==> src/rtl/seq_mul_feeder.sv <==
// Operand feeder and result capture stage for the 16x16 sequential multiplier.
// Tagged operand pairs are queued in a small FIFO, issued one at a time through
// the multiplier start/ready handshake, and each product is held for a
// downstream valid/ready handshake in strict request order.
module seq_mul_feeder #(
    parameter int unsigned DEPTH = 4,
    parameter int unsigned TAG_W = 4
) (
    input  logic                     clk,
    input  logic                     rst,
    input  logic                     in_valid,
    output logic                     in_ready,
    input  logic [15:0]              in_a,
    input  logic [15:0]              in_b,
    input  logic [TAG_W-1:0]         in_tag,
    output logic                     mul_start,
    input  logic                     mul_ready,
    output logic [15:0]              mul_multiplicand,
    output logic [15:0]              mul_multiplier,
    input  logic [31:0]              mul_product,
    output logic                     out_valid,
    input  logic                     out_ready,
    output logic [31:0]              out_product,
    output logic [TAG_W-1:0]         out_tag,
    output logic                     busy,
    output logic [$clog2(DEPTH):0]   fifo_level
);

    localparam int unsigned PtrW = $clog2(DEPTH);
    localparam int unsigned EntW = TAG_W + 32;
    localparam logic [PtrW:0] LevelFull = (PtrW + 1)'(DEPTH);

    typedef enum logic [2:0] {
        StIdle,
        StIssue,
        StArm,
        StWait,
        StHold
    } state_e;

    // FIFO storage and bookkeeping
    logic [EntW-1:0] mem_q [DEPTH];
    logic [PtrW-1:0] wr_ptr_q;
    logic [PtrW-1:0] rd_ptr_q;
    logic [PtrW:0]   level_q;

    // Control and registered outputs
    state_e          state_q;
    logic            mul_start_q;
    logic [15:0]     op_a_q;
    logic [15:0]     op_b_q;
    logic [TAG_W-1:0] op_tag_q;
    logic            out_valid_q;
    logic [31:0]     out_product_q;
    logic [TAG_W-1:0] out_tag_q;
    logic            busy_q;

    logic            push;
    logic            pop;
    logic            not_empty;
    logic [EntW-1:0] head;

    // Handshake decode: a pop happens when the FSM is free to take the next entry
    always_comb begin
        in_ready  = (level_q != LevelFull);
        not_empty = (level_q != '0);
        push      = in_valid && in_ready;
        pop       = not_empty &&
                    ((state_q == StIdle) || ((state_q == StHold) && out_ready));
        head      = mem_q[rd_ptr_q];
    end

    // FIFO pointers, occupancy and storage; pointers wrap naturally (DEPTH is 2^n)
    always_ff @(posedge clk or posedge rst) begin
        if (rst) begin
            wr_ptr_q <= '0;
            rd_ptr_q <= '0;
            level_q  <= '0;
            for (int i = 0; i < int'(DEPTH); i++) begin
                mem_q[i] <= '0;
            end
        end else begin
            if (push) begin
                mem_q[wr_ptr_q] <= {in_tag, in_a, in_b};
                wr_ptr_q        <= wr_ptr_q + 1'b1;
            end
            if (pop) begin
                rd_ptr_q <= rd_ptr_q + 1'b1;
            end
            unique case ({push, pop})
                2'b10:   level_q <= level_q + 1'b1;
                2'b01:   level_q <= level_q - 1'b1;
                default: level_q <= level_q;
            endcase
        end
    end

    // Issue/capture FSM; ARM swallows the multiplier's stale ready from the last op
    always_ff @(posedge clk or posedge rst) begin
        if (rst) begin
            state_q       <= StIdle;
            mul_start_q   <= 1'b0;
            op_a_q        <= '0;
            op_b_q        <= '0;
            op_tag_q      <= '0;
            out_valid_q   <= 1'b0;
            out_product_q <= '0;
            out_tag_q     <= '0;
            busy_q        <= 1'b0;
        end else begin
            mul_start_q <= 1'b0;
            unique case (state_q)
                StIdle: begin
                    if (pop) begin
                        op_tag_q    <= head[EntW-1 -: TAG_W];
                        op_a_q      <= head[31:16];
                        op_b_q      <= head[15:0];
                        mul_start_q <= 1'b1;
                        busy_q      <= 1'b1;
                        state_q     <= StIssue;
                    end
                end
                StIssue: begin
                    state_q <= StArm;
                end
                StArm: begin
                    state_q <= StWait;
                end
                StWait: begin
                    if (mul_ready) begin
                        out_product_q <= mul_product;
                        out_tag_q     <= op_tag_q;
                        out_valid_q   <= 1'b1;
                        state_q       <= StHold;
                    end
                end
                StHold: begin
                    if (out_ready) begin
                        out_valid_q <= 1'b0;
                        if (pop) begin
                            op_tag_q    <= head[EntW-1 -: TAG_W];
                            op_a_q      <= head[31:16];
                            op_b_q      <= head[15:0];
                            mul_start_q <= 1'b1;
                            state_q     <= StIssue;
                        end else begin
                            busy_q  <= 1'b0;
                            state_q <= StIdle;
                        end
                    end
                end
                default: begin
                    busy_q  <= 1'b0;
                    state_q <= StIdle;
                end
            endcase
        end
    end

    // Output mapping
    always_comb begin
        mul_start        = mul_start_q;
        mul_multiplicand = op_a_q;
        mul_multiplier   = op_b_q;
        out_valid        = out_valid_q;
        out_product      = out_product_q;
        out_tag          = out_tag_q;
        busy             = busy_q;
        fifo_level       = level_q;
    end

endmodule

==> config.mk <==
export PLATFORM = sky130hd
export DESIGN_NAME = seq_mul_feeder
export DESIGN_NICKNAME = d
export VERILOG_FILES = /design/src/rtl/seq_mul_feeder.sv
export SDC_FILE = /design/constraint.sdc
export NUM_CORES = 1
export LEC_CHECK = 0
export CORE_MARGIN = 8
export CORE_UTILIZATION = 56
export CTS_BUF_LIST = sky130_fd_sc_hd__clkbuf_4
export DETAILED_ROUTE_END_ITERATION = 12
export PLACE_DENSITY = 0.79
export SLEW_MARGIN = 20
export SYNTH_ARGS = -nofsm -noshare
export SYNTH_HDL_FRONTEND = slang
export SYNTH_SLANG_ARGS = --single-unit
==> constraint.sdc <==
create_clock -name clk -period 10.3 [get_ports clk]
set_input_delay 2.06 -clock clk [delete_from_list [all_inputs] [get_ports clk]]
set_output_delay 2.06 -clock clk [all_outputs]
set_load 0.05 [all_outputs]
Word-level counts from Yosys, hierarchy flattened
Index checks and enable logic that the tools add are counted.
W data, S select, Z words.

storage, ports and cells
  word-level logic and storage cells = 84
  register bits after elaboration = 229

operators by class
  add/sub/neg operators = 4
  reduce and logical (&&, ||, !) cells = 16
  order comparisons = 3
  mux-type cells = 31
  equality and inequality tests = 11
  bitwise logic cells = 3

operators with widths
  operator               count
  $bwmux W144            1
  $mux W36               3
  $bmux W36 S2           1
  $demux W36 S2          1
  $mux W16               4
  $pmux W16 S2           2
  $pmux W3 S5            1
  $mux W3                3
  $mux W1                8
  $mux W4                2
  $ne A2 B2 Y1 const B   4
  $pmux W4 S2            1
  $eq A3 B2 Y1 const B   2
  $ge A3 B3 Y1 const B   2
  $not A2 Y3             2
  $pmux W3 S2            1
  $reduce_and A3 Y1      2
  $reduce_bool A2 Y1     3
  $add A2 B1 Y2 const B  2
  $logic_and A1 B1 Y1    4
  $pmux W1 S2            2
  $reduce_and A2 Y1      2
  $reduce_and A4 Y1      1
  $add A3 B1 Y3 const B  1
  13 further kinds       13

Logic depth before layout (Yosys ltp)
  depth after elaboration = 7
  gate-level depth with buffers = 11

Worst setup path before layout
OpenSTA, ideal clock, no wires.

  path type = input -> register
  start = input port out_ready
  end = register level_q[2] (netlist: fifo_level[2])
  stages = 11
  slack = 6.617 ns
  buffers on the path = 2
  arrival = 3.601 ns
  data required time = 10.218 ns
  cells stage by stage = nand2b_1 -> nand3_2 -> buf_4 -> buf_6 -> inv_1 -> ha_1 -> inv_1 -> fa_1 -> xor2_1 -> nor2_1 -> xor2_1

between the ends
  longest elaborated chain between the ends = 5
  elaborated cells on any way between the ends = 7
  classes of those cells = eq/ne (2); mux (1); reduce/logical (4)

RTL lines
  what                                               line  RTL
  start, declared                                    22    input logic out_ready,
  $logic_and A1 B1 Y1 (*)                            69    ((state_q == StIdle) || ((state_q == StHold) && out_ready));
  $logic_or A1 B1 Y1 (*)                             69
  $logic_and A1 B1 Y1 (*)                            68    pop = not_empty &&
  net pop                                            59    logic pop;
  $eq A2 B1 Y1 or $eq A2 B2 Y1 (tied branches)       90    unique case ({push, pop})
  $pmux W3 S2 or $reduce_bool A2 Y1 (tied branches)  --
  end signal, assigned                               91    2'b10: level_q <= level_q + 1'b1;
  end signal, assigned                               92    2'b01: level_q <= level_q - 1'b1;
  end signal, assigned                               93    default: level_q <= level_q;
  end, declared                                      45    logic [PtrW:0] level_q;

Mark *: on every way through the listed nets, which the timed path passes. The rest lies on a longest branch.
A chain may end at the register's enable or synchronous reset.

Worst setup path after layout
  start = register level_q[0] (netlist: fifo_level[0])
  end = output port in_ready

between the ends
  longest elaborated chain between the ends = 1

RTL lines
  what           line  RTL
  $ne A3 B3 Y1   65    in_ready = (level_q != LevelFull);
  end, declared  12    output logic in_ready,

No other way between the ends.

==> qor_table.md <==
| Metric | Reported | Unit |
|---|---|---|
| Site Rows | 49 | - |
| Hold bufs inserted after CTS | 0 | - |
| Number of buffers on the longest clock path | 3 | - |
| Core ar. | 17,900 | um^2 |
| Worst skew pair latency | 0.64 | ns |
| Detailed-router iteration count before antenna repair | 5 | - |
| Commonest non-fill, non-tap cells in the layout | sky130_fd_sc_hd__dfrtp_1 (227), sky130_fd_sc_hd__clkdlybuf4s50_1 (147), sky130_fd_sc_hd__mux2_4 (120) | - |
| Number of remaining DRC errors | 0 | - |
| Net count after synthesis | 640 | - |
| Met1 routed wirelength after detailed routing | 8.80 | mm |
| Floorplan die area | 22,800 | um^2 |
| Top routing layer in use | met4 | - |
| Mean Syn Cell Area | 18.2 | um^2 |
| Total routing usage reported by global routing | 19.5 | % |
| Measured slew at the worst slew-check pin | 1.08 | ns |
| Wire length on met2 | 11.1 | mm |
| Area growth, synth to finish | 21.1 | % |
| Placed instance count | 911 | - |
| Start point of the worst min-delay path | mul_multiplier[1]$_DFFE_PP0P_ | - |
| Horizontal die dimension | 151 | um |
| HPWL Detailed | 13.4 | mm |
| DRT antenna net count | 0 | - |
| Startpoint of the most critical setup path | fifo_level[0]$_DFFE_PP0P_ | - |
| Required time at the worst-slack endpoint | 8.24 | ns |
| Number of nets in the layout | 821 | - |
| Most instantiated flip-flop cell in the synthesis netlist | sky130_fd_sc_hd__dfrtp_1 | - |
| Post-layout instance area | 12,300 | um^2 |
| Gate count of the mapped netlist | 561 | - |
| Warnings, synthesis | 0 | - |
| Setup slack of the worst register-to-register path | 7.76 | ns |
| Slew headroom | 27.8 | % |
| Clock Sink Count | 229 | - |
| Crit path capture type | output port | - |
| Leakage Power | 5.69 | nW |
| PostCTS Resize Cnt | 0 | - |
| Count of routing violations after the opening detailed-route iteration | 211 | - |
| Largest net degree at the start of global routing | 166 | - |
| Category of the worst setup path launch point | flop | - |
| Initial antenna violation count | 2 | - |
| Maximum capacitance violations | 0 | - |
| Post-synth EDFFs | 0 | - |
| Terminus of the critical flop-to-flop path | fifo_level[2]$_DFFE_PP0P_ | - |
| Ratio of cells with drive above 1 in the final layout | 45.3 | % |
| IO buf count | 147 | - |
| Final setup TNS | 0 | ns |
| RSZ-0062 raised after global routing | no | - |
| First-pass GRT wire length | 34.8 | mm |
| Inserted Clock Buffers | 58 | - |
| Run status | finished clean | - |
| Clock tree skew after final layout | 0.0155 | ns |
| Distinct cell type count of the synthesized netlist | 35 | - |
| Crit path kind | flop to output port | - |
| F_max | 0.221 | GHz |
| Via count normalized by instance count | 5.50 | - |
| Final worst hold slack | 0.501 | ns |
| Setup-failing EPs final | 0 | - |
| Number of global-route vias before repair | 6,525 | - |
| Critical path endpoint | in_ready | - |
| Clock Pin Slew Worst Setup and Hold Paths | 0.06 | ns |
| TritonCTS clock tree | built | - |
| WL met3 | 957 | um |
| Register area | 5730 | um^2 |
| Starting Density | 56.9 | % |
| Number of synthesized register bits | 229 | - |
| Global-route congestion overflow total | 0 | - |
| Number of cell instances on the worst register-to-register path | 10 | - |
| VDD IR-drop max | 0.224 | mV |
| Portion of the post-synthesis area used by sequential elements | 56.2 | % |
| Power Density | 377 | nW/um^2 |
| Final-report hold violation count | 0 | - |
| Maximum level of the CTS H-tree | 2 | - |
| Fill cell instance count of the final layout | 1,162 | - |
| CTS root buf | sky130_fd_sc_hd__clkbuf_4 | - |
| Post-CTS Setup Inserts | 0 | - |
| Multi-input gate area in the final layout | 4070 | um^2 |
| WP data arrival | 2.46 | ns |
| Routed wirelength normalized by instance count | 21.0 | um |
| Total cell area at the placement stage | 11,600 | um^2 |
| Final Non-Filler Cells | 1,012 | - |
| Final Cycle Share | 43.9 | % |
| Fraction of registers with async set or reset after synthesis | 100 | % |
| Startpoint of the worst-slack reg-to-reg timing path | fifo_level[0]$_DFFE_PP0P_ | - |
| Routed wire length | 21.3 | mm |
| Final worst path period need | 4.52 | ns |
| Type of the tightest min-delay check | flop to flop | - |
| Io pins | 148 | - |
| Max-slew violation count | 0 | - |
| Core occupancy in the finished layout | 68.9 | % |
| Via total after detailed routing | 5,571 | - |
| Synth Cell Area | 10,200 | um^2 |
| Routability congestion estimate | 0.738 | - |
| Height of the die | 151 | um |
| CP Max Fanout | 6 | - |
| Commonest non-fill, non-tap cell in the layout | sky130_fd_sc_hd__dfrtp_1 | - |
flip-flops by register name, summed over array words and instances (netlist names):
signal            flops
out_valid             1
mul_multiplier       16
op_tag_q              4
mul_start             1
mul_multiplicand     16
fifo_level            3
rd_ptr_q              2
out_product          32
mem_q               144
out_tag               4
state_q               3
busy                  1
wr_ptr_q              2
per-layer routing:
| metal | track usage [%] | vias up |
|---|---|---|
| met1 | 23.9 | 2968 |
| met2 | 33.1 | 115 |
| met5 | 0 | - |
| met4 | 6.68 | 0 |
| li1 | - | 2453 |
| met3 | 4.90 | 35 |
synthesized netlist by cell type (2+ instances only):
| cell | count | area [um^2] |
|---|---|---|
| sky130_fd_sc_hd__xor2_1 | 2 | 17.5 |
| sky130_fd_sc_hd__inv_1 | 11 | 41.3 |
| sky130_fd_sc_hd__mux2_2 | 97 | 1090 |
| sky130_fd_sc_hd__buf_4 | 3 | 22.5 |
| sky130_fd_sc_hd__buf_2 | 7 | 35.0 |
| sky130_fd_sc_hd__buf_12 | 12 | 240 |
| sky130_fd_sc_hd__nand2b_1 | 2 | 12.5 |
| sky130_fd_sc_hd__mux4_2 | 36 | 811 |
| sky130_fd_sc_hd__nand3_4 | 4 | 70.1 |
| sky130_fd_sc_hd__dfrtp_1 | 229 | 5730 |
| sky130_fd_sc_hd__mux2_4 | 120 | 1800 |
| sky130_fd_sc_hd__buf_6 | 4 | 45.0 |
| sky130_fd_sc_hd__buf_1 | 2 | 7.51 |
| sky130_fd_sc_hd__a22o_1 | 2 | 17.5 |
| sky130_fd_sc_hd__ha_1 | 5 | 62.6 |
| sky130_fd_sc_hd__xnor2_1 | 4 | 35.0 |
| sky130_fd_sc_hd__nor2_1 | 3 | 11.3 |
metrics by stage:
stage | power (mW) | worst slack, ns
after global placement | 3.85 | 5.93
after CTS | 4.71 | 5.71
final | 4.65 | 5.78
after floorplan | 3.37 | 1.96
after detailed placement | 3.95 | 5.82
after global routing | 4.90 | 5.66
power breakdown:
part	internal, mW	switching [mW]	leakage (nW)	total, mW
registers	1.37	0.318	2.72	1.69
clock network	0.384	0.346	0.422	0.730
logic	1.18	1.05	2.55	2.23
cell families (layout without fill, tap and decap cells):
group | Yosys count | count (layout) | share of synthesized area [%]
AO/OA/AOI/OAI | 7 | 7 | 0.516
XOR/XNOR | 6 | 6 | 0.516
adder cells (fa/ha/maj) | 6 | 6 | 0.810
buffers and inverters | 40 | 260 | 3.88
flip-flops | 229 | 229 | 56.2
multiplexers | 254 | 254 | 36.4
other | 0 | 2 | 0
AND/OR/NAND/NOR | 19 | 19 | 1.62
how the worst min path moves through the flow:
| stage | end | slack, ns | cells past startpoint |
|---|---|---|---|
| finish | mul_multiplier[1]$_DFFE_PP0P_ | 0.50 | 1 |
| global route | out_product[29]$_DFFE_PP0P_ | 0.52 | 1 |
| CTS | mem_q[101]$_DFFE_PP0P_ | 0.50 | 1 |
| detailed placement | mem_q[9]$_DFFE_PP0P_ | 0.49 | 1 |
| global placement | mem_q[103]$_DFFE_PP0P_ | 0.48 | 1 |
| floorplan | mem_q[101]$_DFFE_PP0P_ | 0.47 | 1 |
worst max-delay path: stages, from the launching register on:
cell and delay (ns):
sky130_fd_sc_hd__dfrtp_1 0.44, sky130_fd_sc_hd__or3b_1 0.60, sky130_fd_sc_hd__clkdlybuf4s50_1 0.78
cell type report:
type / instances / share of cell area [%]
diodes: 2 / 0.0406
clock buffers: 88 / 5.35
clock inverters: 11 / 0.335
inverters: 11 / 0.436
multi-input cells: 292 / 33.0
flip-flops and latches: 229 / 46.5
well taps: 229 / 2.32
repair buffers: 150 / 12.1
No activity file was read; power rests on OpenSTA's default activity.
